$ cat config.mk
export PLATFORM = sky130hd
export DESIGN_NAME = relu_layer_sequencer
export DESIGN_NICKNAME = d
export VERILOG_FILES = /design/src/rtl/relu_layer_sequencer.sv
export SDC_FILE = /design/constraint.sdc
export NUM_CORES = 1
export LEC_CHECK = 0
export ABC_CLOCK_PERIOD_IN_PS = 2700
export CAP_MARGIN = 20
export CORE_MARGIN = 4
export CORE_UTILIZATION = 48
export CTS_BUF_LIST = sky130_fd_sc_hd__clkbuf_8
export DETAILED_ROUTE_END_ITERATION = 16
export GPL_TIMING_DRIVEN = 0
export PLACE_DENSITY = 0.79
export SLEW_MARGIN = 10
export SYNTH_ARGS = -nofsm -noshare
export SYNTH_HDL_FRONTEND = slang
export SYNTH_SLANG_ARGS = --single-unit
$ cat constraint.sdc
create_clock -name clk -period 2.7 [get_ports clk]
set_clock_uncertainty 0.05 [all_clocks]
set_input_delay 0.54 -clock clk [delete_from_list [all_inputs] [get_ports clk]]
set_output_delay 0.54 -clock clk [all_outputs]
set_load 0.005 [all_outputs]
$ cat src/rtl/relu_layer_sequencer.sv
`default_nettype none
// +----------------------------------------------------------------------------+
// | relu_layer_sequencer: streams column readout words through the shared      |
// | ReLU stage layer by layer into a registered valid/ready output.  Rev 1.0   |
// +----------------------------------------------------------------------------+
module relu_layer_sequencer #(
  parameter int N_COL = 8,
  parameter int DW    = 6,
  parameter int LW    = 4
) (
  input  logic                 clk,
  input  logic                 rst_n,
  input  logic                 start,
  input  logic                 abort,
  input  logic [LW-1:0]        num_layers,
  input  logic [(1<<LW)-1:0]   relu_mask,
  input  logic                 in_valid,
  output logic                 in_ready,
  input  logic [DW-1:0]        in_data,
  output logic                 act_en,
  output logic [DW-1:0]        act_data,
  input  logic [DW-1:0]        act_out,
  output logic                 out_valid,
  input  logic                 out_ready,
  output logic [DW-1:0]        out_data,
  output logic                 out_last,
  output logic [LW-1:0]        layer_idx,
  output logic                 busy,
  output logic                 done
);

  localparam int CW = (N_COL > 1) ? $clog2(N_COL) : 1;
  localparam int MW = 1 << LW;
  localparam logic [CW-1:0] c_last_col = CW'(N_COL - 1);

  typedef enum logic [1:0] {
    S_IDLE  = 2'd0,
    S_RUN   = 2'd1,
    S_DRAIN = 2'd2,
    S_DONE  = 2'd3
  } state_t;

  state_t          r_state;
  state_t          w_state_nxt;
  logic [CW-1:0]   r_col;
  logic [LW-1:0]   r_layer;
  logic [LW-1:0]   r_num_layers;
  logic [MW-1:0]   r_mask;
  logic            r_out_valid;
  logic [DW-1:0]   r_out_data;
  logic            r_out_last;

  logic            w_in_ready;
  logic            w_accept;
  logic            w_last_col;
  logic            w_last_layer;
  logic            w_out_hs;

  always_comb begin
    w_in_ready   = (r_state == S_RUN) && (!r_out_valid || out_ready);
    w_accept     = in_valid && w_in_ready;
    w_last_col   = (r_col == c_last_col);
    w_last_layer = (r_layer == (r_num_layers - LW'(1)));
    w_out_hs     = r_out_valid && out_ready;
  end

  // Abort wins over every other transition, including a start in IDLE.
  always_comb begin
    w_state_nxt = r_state;
    if (abort) begin
      w_state_nxt = S_IDLE;
    end else begin
      unique case (r_state)
        S_IDLE: begin
          if (start) begin
            w_state_nxt = (num_layers != '0) ? S_RUN : S_DONE;
          end
        end
        S_RUN: begin
          if (w_accept && w_last_col && w_last_layer) begin
            w_state_nxt = S_DRAIN;
          end
        end
        S_DRAIN: begin
          if (!r_out_valid || out_ready) begin
            w_state_nxt = S_DONE;
          end
        end
        S_DONE: begin
          w_state_nxt = S_IDLE;
        end
        default: begin
          w_state_nxt = S_IDLE;
        end
      endcase
    end
  end

  always_ff @(posedge clk or negedge rst_n) begin
    if (!rst_n) begin
      r_state <= S_IDLE;
    end else begin
      r_state <= w_state_nxt;
    end
  end

  always_ff @(posedge clk or negedge rst_n) begin
    if (!rst_n) begin
      r_col        <= '0;
      r_layer      <= '0;
      r_num_layers <= '0;
      r_mask       <= '0;
      r_out_valid  <= 1'b0;
      r_out_data   <= '0;
      r_out_last   <= 1'b0;
    end else if (abort) begin
      r_col       <= '0;
      r_layer     <= '0;
      r_out_valid <= 1'b0;
      r_out_last  <= 1'b0;
    end else begin
      unique case (r_state)
        S_IDLE: begin
          if (start && (num_layers != '0)) begin
            r_num_layers <= num_layers;
            r_mask       <= relu_mask;
            r_col        <= '0;
            r_layer      <= '0;
          end
        end
        S_RUN: begin
          if (w_accept) begin
            r_out_data  <= act_out;
            r_out_valid <= 1'b1;
            r_out_last  <= w_last_col;
            if (w_last_col) begin
              r_col <= '0;
              // The final layer index is kept visible after the run ends.
              if (!w_last_layer) begin
                r_layer <= r_layer + LW'(1);
              end
            end else begin
              r_col <= r_col + CW'(1);
            end
          end else if (w_out_hs) begin
            r_out_valid <= 1'b0;
            r_out_last  <= 1'b0;
          end
        end
        S_DRAIN: begin
          if (w_out_hs) begin
            r_out_valid <= 1'b0;
            r_out_last  <= 1'b0;
          end
        end
        default: begin
        end
      endcase
    end
  end

  assign in_ready  = w_in_ready;
  assign act_en    = w_in_ready && r_mask[r_layer];
  assign act_data  = in_data;
  assign out_valid = r_out_valid;
  assign out_data  = r_out_data;
  assign out_last  = r_out_last;
  assign layer_idx = r_layer;
  assign busy      = (r_state == S_RUN) || (r_state == S_DRAIN);
  assign done      = (r_state == S_DONE);

endmodule
`default_nettype wire

Yosys cells after proc, flatten, opt, wreduce, memory -nomap -nowiden. Index checks and enable logic that the tools add are counted.

Add/subtract/negate cells: 3. Multiply operators: 0. Div/mod/pow operators: 0. $lt $le $gt $ge: 1. Eq/ne operators: 12. Shift-type cells: 0. Mux-type cells: 27. Bitwise logic cells: 1. Reduce and logical (&&, ||, !) cells: 19.

Operators with widths (number): $mux 4 (5); $ne 3x3->1 const B (6); $mux 3 (4); $reduce_and 3->1 (4); $mux 2 (5); $pmux 2 s4 (1); $pmux 4 s2 (1); $logic_and 1x1->1 (7); $mux 1 (7); $pmux 3 s2 (1); $reduce_bool 3->1 (2); $lt 4x5->1 const B (1); $reduce_and 5->1 (1); $add 4x1->4 const B (1); $bmux 1 s4 (1); $eq 2x2->1 const B (2); $eq 4x4->1 (1); $pmux 1 s2 (2); $reduce_bool 4->1 (1); $sub 4x1->4 const B (1); $add 3x1->3 const B (1); $eq 3x3->1 const B (1); $ne 3x2->1 const B (1); $eq 2x1->1 const B (1); 4 further kinds (5).

Register bits: 37. Latch bits: 0. Memory bits (writable): 0. ROM bits: 0. Bits of input ports: 38. Word-level logic and storage cells: 71. Memories: 0.

Longest topological paths before layout. Gate-level depths: netlist of run 1.

Depth in word-level cells: 9. Gate-level depth with buffers: 8. Depth with buffers taken out: 7.

Worst setup path after synthesis of run 1. No wires, ideal clock.

Kind: register to output. Start point: register r_layer[0] (netlist: layer_idx[0]). End point: output port act_en. Arrival: 1.725 ns. Required time: 2.110 ns. Slack: 0.385 ns. Cell stages (with the launch flop): 5. Path buffers: 1. Cells stage by stage: dfrtp_1 buf_2 mux4_2 mux4_1 and2_1.

Cells in the longest elaborated chain, start to end: 3.

Ends and longest elaborated chain: start, declared (RTL line 46) `logic [LW-1:0] r_layer;`; start signal, assigned (RTL line 140) `r_layer <= r_layer + LW'(1);`; $bmux 1 s4 (RTL line 163) `assign act_en = w_in_ready && r_mask[r_layer];`; $mux 1 (not written as such) (RTL line 163); $logic_and 1x1->1 (RTL line 163); end, declared (RTL line 20) `output logic act_en,`.

No other way between the ends. The select of a mux whose other input is x is not followed.

Worst setup path in the final report of run 1. Ends and elaborated chain as after synthesis.

==> insert_results.sql, run 1 <==
INSERT INTO impl_metrics (metric_group, metric, value, unit) VALUES
('min_path', 'type_of_the_most_critical_hold_path', 'in -> async', ''),
('yosys', 'synth_area_leader_cell', 'dfrtp_1', ''),
('yosys', 'synth_common_cells', '37 x dfrtp_1, 25 x mux2_2, 12 x nand2_1, 9 x ha_1, 8 x inv_1', ''),
('power_and_ir_drop', 'power_per_cell_area', '827.0', 'mW/mm²'),
('yosys', 'synth-seq-cells', '37', ''),
('clocking', 'cts_tree', 'built', ''),
('critical_path', 'crit_path_frequent_cell', 'mux4_2', ''),
('detailed_routing', 'routed_wire_length_per_instance', '14.69', 'µm'),
('sta', 'setup_viol_count_final', '0', ''),
('critical_path', 'critPathCaptureType', 'primary output', ''),
('yosys', 'post-synth-top-count-cell', 'dfrtp_1', ''),
('clocking', 'cts_max_level', '2', ''),
('clocking', 'cts_buffers', '5', ''),
('sta', 'tightest_slew', '0.4889', 'ns'),
('outcome', 'status', 'complete, no violations', ''),
('placement', 'port-buffer-count', '53', ''),
('detailed_routing', 'detail_route.drc_violations', '0', ''),
('critical_path', 'critical_path_arrival', '2.06', 'ns'),
('critical_path', 'crit_buf_inv', '2', ''),
('sta', 'finalCritPeriodShare', '0.9822', ''),
('floorplan', 'core-area', '0.003971', 'mm²'),
('global_routing', 'grt_pass1_vias', '1480', ''),
('critical_path', 'startpoint_types', 'flip-flop', ''),
('global_routing', 'grt_util_all_layers', '0.1699', ''),
('detailed_routing', 'routed_vias', '1502', ''),
('yosys', 'synth_sequential_area_ratio', '0.4701', ''),
('finish', 'post_route_cells_drive_above_1_share', '0.2445', ''),
('yosys', 'synthArstFlopShare', '1.000', ''),
('floorplan', 'die_w', '72.06', 'µm'),
('yosys', 'post_synth_num_cell_types', '38', ''),
('placement', 'finalWeightedCongestion', '0.7870', ''),
('yosys', 'netlist_area', '0.001969', 'mm²'),
('yosys', 'synth.net_count', '211', ''),
('critical_path', 'timing.critical_path.cells', 'buf_6 > mux4_2 > mux4_2 > and2_1 > buf_2', ''),
('detailed_routing', 'drt-vias-per-instance', '5.384', ''),
('finish', 'syn_to_final_growth', '36.40', '%'),
('finish', 'post-route-util', '0.6764', ''),
('detailed_routing', 'drtPass1Iterations', '4', ''),
('global_routing', 'grt-ovfl-total', '0', ''),
('clocking', 'clk_path_buf_depth', '2', ''),
('yosys', 'yosys-top-cells-area', 'dfrtp_1 47%, mux2_2 14%, ha_1 5.7%', ''),
('sta', 'finalHoldViolations', '0', ''),
('critical_path', 'worst-path-stages', '5', ''),
('yosys', 'avg_inst_size_synth', '12.01', 'µm²'),
('global_routing', 'antenna_found_initial', '0', ''),
('yosys', 'count_of_flip_flops_with_a_built_in_enable_after_synthesis', '0', ''),
('clocking', 'cts.sinks', '37', ''),
('floorplan', 'die_area', '0.005192', 'mm²'),
('clocking', 'worstSkewPairLatency', '0.29', 'ns'),
('clocking', 'clk_pin_slew', '0.07', 'ns'),
('critical_path', 'slowest_stage_cell_cp', 'mux4_2', ''),
('yosys', 'synthDominantCellAreaShare', '0.4701', ''),
('finish', 'insertedDiodeCount', '0', ''),
('critical_path', 'critical_path_peak_fanout', '6', ''),
('finish', 'stdcell_count', '279', ''),
('yosys', 'postSynth.topFlopCell', 'dfrtp_1', ''),
('critical_path', 'worst-r2r-cell-count', '6', ''),
('critical_path', 'cp_data_required_time', '2.11', 'ns'),
('placement', 'hpwl', '3.205', 'mm'),
('power_and_ir_drop', 'power.static_leakage', '1.158', 'nW'),
('run', 'drv.max_cap_violation_count', '0', ''),
('detailed_routing', 'route.antenna.remaining_nets', '0', ''),
('global_routing', 'grt_start_max_net_pins', '38', ''),
('floorplan', 'floorplan.initialDensity', '0.4959', ''),
('yosys', 'syn_inst', '164', ''),
('critical_path', 'peak_per_stage_delay_on_the_critical_path', '0.51', 'ns'),
('sta', 'rsz0062_at_grt', 'true', ''),
('power_and_ir_drop', 'ir_drop', '0.5932', 'mV'),
('critical_path', 'path_delay_family', 'multiplexers', ''),
('sta', 'slew_headroom', '0.6741', ''),
('global_routing', 'grt_pass1_wl', '6.734', 'mm'),
('clocking', 'clock_tree_root_driver_cell', 'clkbuf_8', ''),
('placement', 'numPlacedInstances', '268', ''),
('critical_path', 'timing.setup.critical_path_class', 'reg -> out', ''),
('sta', 'final-max-slew-violation-count', '0', ''),
('sta', 'clock.fmax', '0.3771', 'GHz'),
('floorplan', 'count_of_pins_on_the_block_boundary', '60', ''),
('floorplan', 'dieHeight', '72.06', 'µm'),
('floorplan', 'num_rows', '23', ''),
('detailed_routing', 'drt_wl_total', '4.099', 'mm'),
('yosys', 'synth-warning-count', '0', ''),
('detailed_routing', 'detail_route.iter0.violations', '101', ''),
('finish', 'nets', '276', ''),
('sta', 'fin_crit', '2.652', 'ns');
==> worst paths after layout <==
kind | startpoint | to | slack [ns]
worst max register to register | r_state[1]$_DFFE_PN0P_ | r_mask[13]$_DFFE_PN0P_ | 0.56
worst max-delay path | layer_idx[0]$_DFFE_PN0P_ | act_en | 0.05
worst min-delay path | rst_n | r_col[0]$_DFFE_PN0P_ | 0.16
worst min register to register | r_mask[2]$_DFFE_PN0P_ | r_mask[2]$_DFFE_PN0P_ | 0.45
max in group asynchronous | rst_n | r_mask[11]$_DFFE_PN0P_ | 2.26
min in group clk | r_mask[2]$_DFFE_PN0P_ | r_mask[2]$_DFFE_PN0P_ | 0.45
==> state kept, by name, indices dropped and copies added, names as in the netlist <==
| name | count |
|---|---|
| layer_idx | 4 |
| out_data | 6 |
| out_last | 1 |
| out_valid | 1 |
| r_col | 3 |
| r_mask | 16 |
| r_num_layers | 4 |
| r_state | 2 |
==> placed cells by master, fill, tap and decap left out, types with 2 or more instances in the layout <==
cell             Yosys  layout
inv_1                8       9
a21o_1               3       3
a211oi_1             2       2
o31ai_1              3       3
a21boi_1             2       2
nand2b_1             4       4
clkdlybuf4s50_1      0      51
mux2_2              25      25
dfrtp_1             37      37
o21ai_0              7       7
buf_4                6      10
ha_1                 9       9
nor2_1               5       5
and2_1               2       2
clkbuf_1             2       2
nand3_1              2       2
a21oi_1              3       3
nand2_1             12      12
or4_1                3       3
xor2_1               2       2
clkbuf_8             0       5
xnor2_1              2       2
buf_2                3       4
o211ai_1             3       3
mux4_2               4       5
==> stage by stage <==
stage / power (mW) / area (µm²) / setup TNS (ns) / setup slack, ns / hold slack, ns
after detailed placement: 1.887 / 2577 / -0.2002 / -0.2002 / 0.4404
after global routing: 2.387 / 2686 / -0.03512 / -0.03512 / 0.1617
after CTS: 2.249 / 2671 / 0 / 0.02329 / 0.1634
after global placement: 1.839 / 2562 / -0.1884 / -0.1884 / 0.4216
after floorplan: 1.510 / 1969 / 0 / 0.3847 / 0.1944
final: 2.222 / 2686 / 0 / 0.04810 / 0.1580
==> timing repair <==
action | 4_1_cts | 5_1_grt
resized for setup | 7 | 0
cloned | 0 | 0
hold buffers | 0 | 0
endpoints found under the setup margin | 1 | 1
setup buffers | 2 | 2
pin swaps | 1 | 0
==> report_power, final <==
group	internal (mW)	switching [mW]
combinational	0.559	0.388
sequential	0.779	0.134
clock	0.175	0.187
==> metal layers <==
| metal | up-vias | track usage | part of all wire |
|---|---|---|---|
| met3 | 8 | 0.05540 | 0.069 |
| met5 | - | 0 | 0 |
| met4 | 0 | 0.06054 | 0.016 |
| li1 | 717 | - | - |
| met1 | 729 | 0.2093 | 0.41 |
| met2 | 48 | 0.2806 | 0.51 |
==> cell type report <==
type                       instances  area (µm²)
timing repair buffer              58       570.5
tap                               50       62.56
buffer                            12       78.83
multi-input combinational        107       937.1
inverter                           8       30.03
clock inverter                     2       12.51
sequential                        37       925.9
fill                             306        1285
clock buffer                       5       68.82
==> logic make-up (layout without fill, tap and decap cells) <==
logic type,count (synthesis),count (layout),synth area share
xor gates and xnor gates,5,5,0.02923
AOI/OAI and AO/OA,27,27,0.09275
and+or+nand+nor,35,35,0.09149
muxes,31,31,0.2071
DFF,37,37,0.4701
buffers and inverters,20,85,0.05209
adders and majority gates,9,9,0.05718
Power figures use the tool's default switching activity.
==> inputs of run 2 (changes only) <==
- RECOVER_POWER: default -> 100
==> run 2 against run 1 <==
Core utilization fell by 0.47 points. The flow now finishes with violations (max-capacitance violations, max-slew violations). Flip-flop and latch count unchanged. Non-clock buffer count did not move. Hold slack improved by 0.29 ns. Critical path depth unchanged. Global-route usage stayed put. Largest cell class unchanged.
==> insert_results.sql, run 2 (synthesis gave the netlist of run 1 again) <==
INSERT INTO impl_metrics (metric_group, metric, value, unit) VALUES
('critical_path', 'startpoint_types', 'flip-flop', ''),
('power_and_ir_drop', 'p_switching', '0.6997', 'mW'),
('floorplan', 'dieHeight', '72.06', 'µm'),
('placement', 'finalWeightedCongestion', '0.7870', ''),
('critical_path', 'cp_data_required_time', '2.11', 'ns'),
('floorplan', 'num_rows', '23', ''),
('detailed_routing', 'drtPass1Iterations', '4', ''),
('sta', 'hold_ws', '0.4507', 'ns'),
('global_routing', 'grt_start_max_net_pins', '38', ''),
('floorplan', 'count_of_pins_on_the_block_boundary', '60', ''),
('clocking', 'clk_pin_slew', '0.07', 'ns'),
('clocking', 'worstSkewPairLatency', '0.29', 'ns'),
('sta', 'clock.fmax', '0.3777', 'GHz'),
('finish', 'stdcell_count', '279', ''),
('clocking', 'cts_max_level', '2', ''),
('detailed_routing', 'detail_route.iter0.violations', '113', ''),
('global_routing', 'grt-ovfl-total', '0', ''),
('floorplan', 'core-area', '0.003971', 'mm²'),
('placement', 'port-buffer-count', '53', ''),
('critical_path', 'critical_path_peak_fanout', '6', ''),
('sta', 'final-max-slew-violation-count', '38', ''),
('run', 'drv.max_cap_violation_count', '1', ''),
('outcome', 'status', 'finished, violations left', ''),
('sta', 'finalCritPeriodShare', '0.9805', ''),
('critical_path', 'worst-r2r-cell-count', '7', ''),
('finish', 'commonest_non_fill_non_tap_cells_in_the_layout', '37 x dfrtp_1, 28 x clkdlybuf4s50_1, 25 x mux2_2', ''),
('clocking', 'cts_buffers', '5', ''),
('sta', 'rsz0062_at_grt', 'true', ''),
('critical_path', 'timing.setup.critical_path_class', 'reg -> out', ''),
('power_and_ir_drop', 'p_comb_frac', '0.417', ''),
('sta', 'fin_crit', '2.647', 'ns'),
('finish', 'fillers', '311', ''),
('power_and_ir_drop', 'netSwitchingFraction', '0.3213', ''),
('detailed_routing', 'routed_vias', '1494', ''),
('floorplan', 'die_w', '72.06', 'µm'),
('power_and_ir_drop', 'pwr-share-seq', '0.418', ''),
('finish', 'post_route_cells_drive_above_1_share', '0.2314', ''),
('finish', 'register_ranked_first_by_flip_flop_count', 'r_mask', ''),
('detailed_routing', 'drt_wl_total', '4.094', 'mm'),
('sta', 'slew_headroom', '-0.3080', ''),
('finish', 'syn_to_final_growth', '35.45', '%'),
('power_and_ir_drop', 'p_int', '1.478', 'mW'),
('placement', 'hpwl', '3.205', 'mm'),
('power_and_ir_drop', 'ir_drop', '0.5864', 'mV'),
('finish', 'nets', '276', ''),
('finish', 'insertedDiodeCount', '0', ''),
('sta', 'tightest_slew', '1.962', 'ns'),
('finish', 'most_common_cell_after_layout_fill_and_taps_aside', 'dfrtp_1', ''),
('floorplan', 'floorplan.initialDensity', '0.4959', ''),
('global_routing', 'grt_pass1_wl', '6.734', 'mm'),
('power_and_ir_drop', 'power_frac_clock', '0.165', ''),
('global_routing', 'grt_util_all_layers', '0.1699', ''),
('min_path', 'type_of_the_most_critical_hold_path', 'reg -> reg', ''),
('power_and_ir_drop', 'power_per_cell_area', '816.4', 'mW/mm²'),
('sta', 'setup_viol_count_final', '0', ''),
('placement', 'numPlacedInstances', '268', ''),
('detailed_routing', 'detail_route.drc_violations', '0', ''),
('critical_path', 'critical_path_arrival', '2.06', 'ns'),
('clocking', 'clk_path_buf_depth', '2', ''),
('detailed_routing', 'routed_wire_length_per_instance', '14.67', 'µm'),
('clocking', 'clock_tree_root_driver_cell', 'clkbuf_8', ''),
('detailed_routing', 'route.antenna.remaining_nets', '0', ''),
('clocking', 'cts_tree', 'built', ''),
('global_routing', 'antenna_found_initial', '0', ''),
('sta', 'finalHoldViolations', '0', ''),
('outcome', 'failed_checks', 'max-capacitance violations, max-slew violations', ''),
('detailed_routing', 'drt-vias-per-instance', '5.355', ''),
('floorplan', 'die_area', '0.005192', 'mm²'),
('critical_path', 'critPathCaptureType', 'primary output', ''),
('min_path', 'whs_path_depth', '1', ''),
('finish', 'largest_register_ffs', '16', ''),
('power_and_ir_drop', 'power.static_leakage', '1.174', 'nW'),
('global_routing', 'grt_pass1_vias', '1480', ''),
('clocking', 'cts.sinks', '37', '');
[run 2: final timing paths]
| check | slack, ns | end | start |
|---|---|---|---|
| worst min register to register | 0.45 | r_mask[2]$_DFFE_PN0P_ | r_mask[2]$_DFFE_PN0P_ |
| max in group asynchronous | 0.63 | out_valid$_DFFE_PN0P_ | rst_n |
| min in group asynchronous | 0.84 | r_col[0]$_DFFE_PN0P_ | rst_n |
| worst max register to register | 0.47 | layer_idx[1]$_DFFE_PN0P_ | r_state[1]$_DFFE_PN0P_ |
| worst min-delay path | 0.45 | r_mask[2]$_DFFE_PN0P_ | r_mask[2]$_DFFE_PN0P_ |
| worst max-delay path | 0.05 | act_en | layer_idx[0]$_DFFE_PN0P_ |
[run 2: power groups by stage]
stage          logic, mW  registers (mW)  clock network [mW]
2_1_floorplan      0.624           0.886                   0
3_3_place_gp       0.931           0.907                   0
3_5_place_dp       0.960           0.927                   0
4_1_cts            0.959           0.915               0.374
5_1_grt             1.01           0.937               0.402
6_report           0.908           0.911               0.359
[run 2: final cells by class]
class / instances / area (µm²) / share of cell area
multi-input combinational: 107 / 937.1 / 0.3513
sequential: 37 / 925.9 / 0.3471
timing repair buffer: 58 / 554.3 / 0.2078
buffer: 12 / 76.32 / 0.02861
clock buffer: 5 / 68.82 / 0.02580
tap: 50 / 62.56 / 0.02345
inverter: 8 / 30.03 / 0.01126
clock inverter: 2 / 12.51 / 0.004690
[run 2: per-layer routing]
layer	vias to the layer above	GRT usage	wire, µm
met2	49	0.2806	2111
met3	8	0.05540	283
met1	725	0.2093	1633
met4	0	0.06054	65
li1	712	-	-
met5	-	0	0
[run 2: metrics by stage]
stage	setup slack (ns)	TNS (ns)	total power [mW]	utilization	instance area [µm²]
after global routing	-0.03512	-0.03512	2.347	0.6717	2668
final	0.05259	0	2.178	0.6717	2668
after detailed placement	-0.2002	-0.2002	1.887	0.6490	2577
after floorplan	0.3847	0	1.510	-	1969
after global placement	-0.1884	-0.1884	1.839	0.6452	2562
after CTS	0.02329	0	2.249	0.6727	2671
[run 2: critical path: stages, from the launching register on]
cell and delay (ns):
dfrtp_1 0.36, buf_6 0.15, mux4_2 0.51, mux4_2 0.49, and2_1 0.15, buf_2 0.12
[run 2: what timing repair did]
action,CTS,global route
pin swaps,1,0
gates cloned,0,0
setup buffers,2,2
hold buffers,0,0
endpoints found under the setup margin,1,1
gates resized for setup,7,0
hold endpoints to repair,0,0
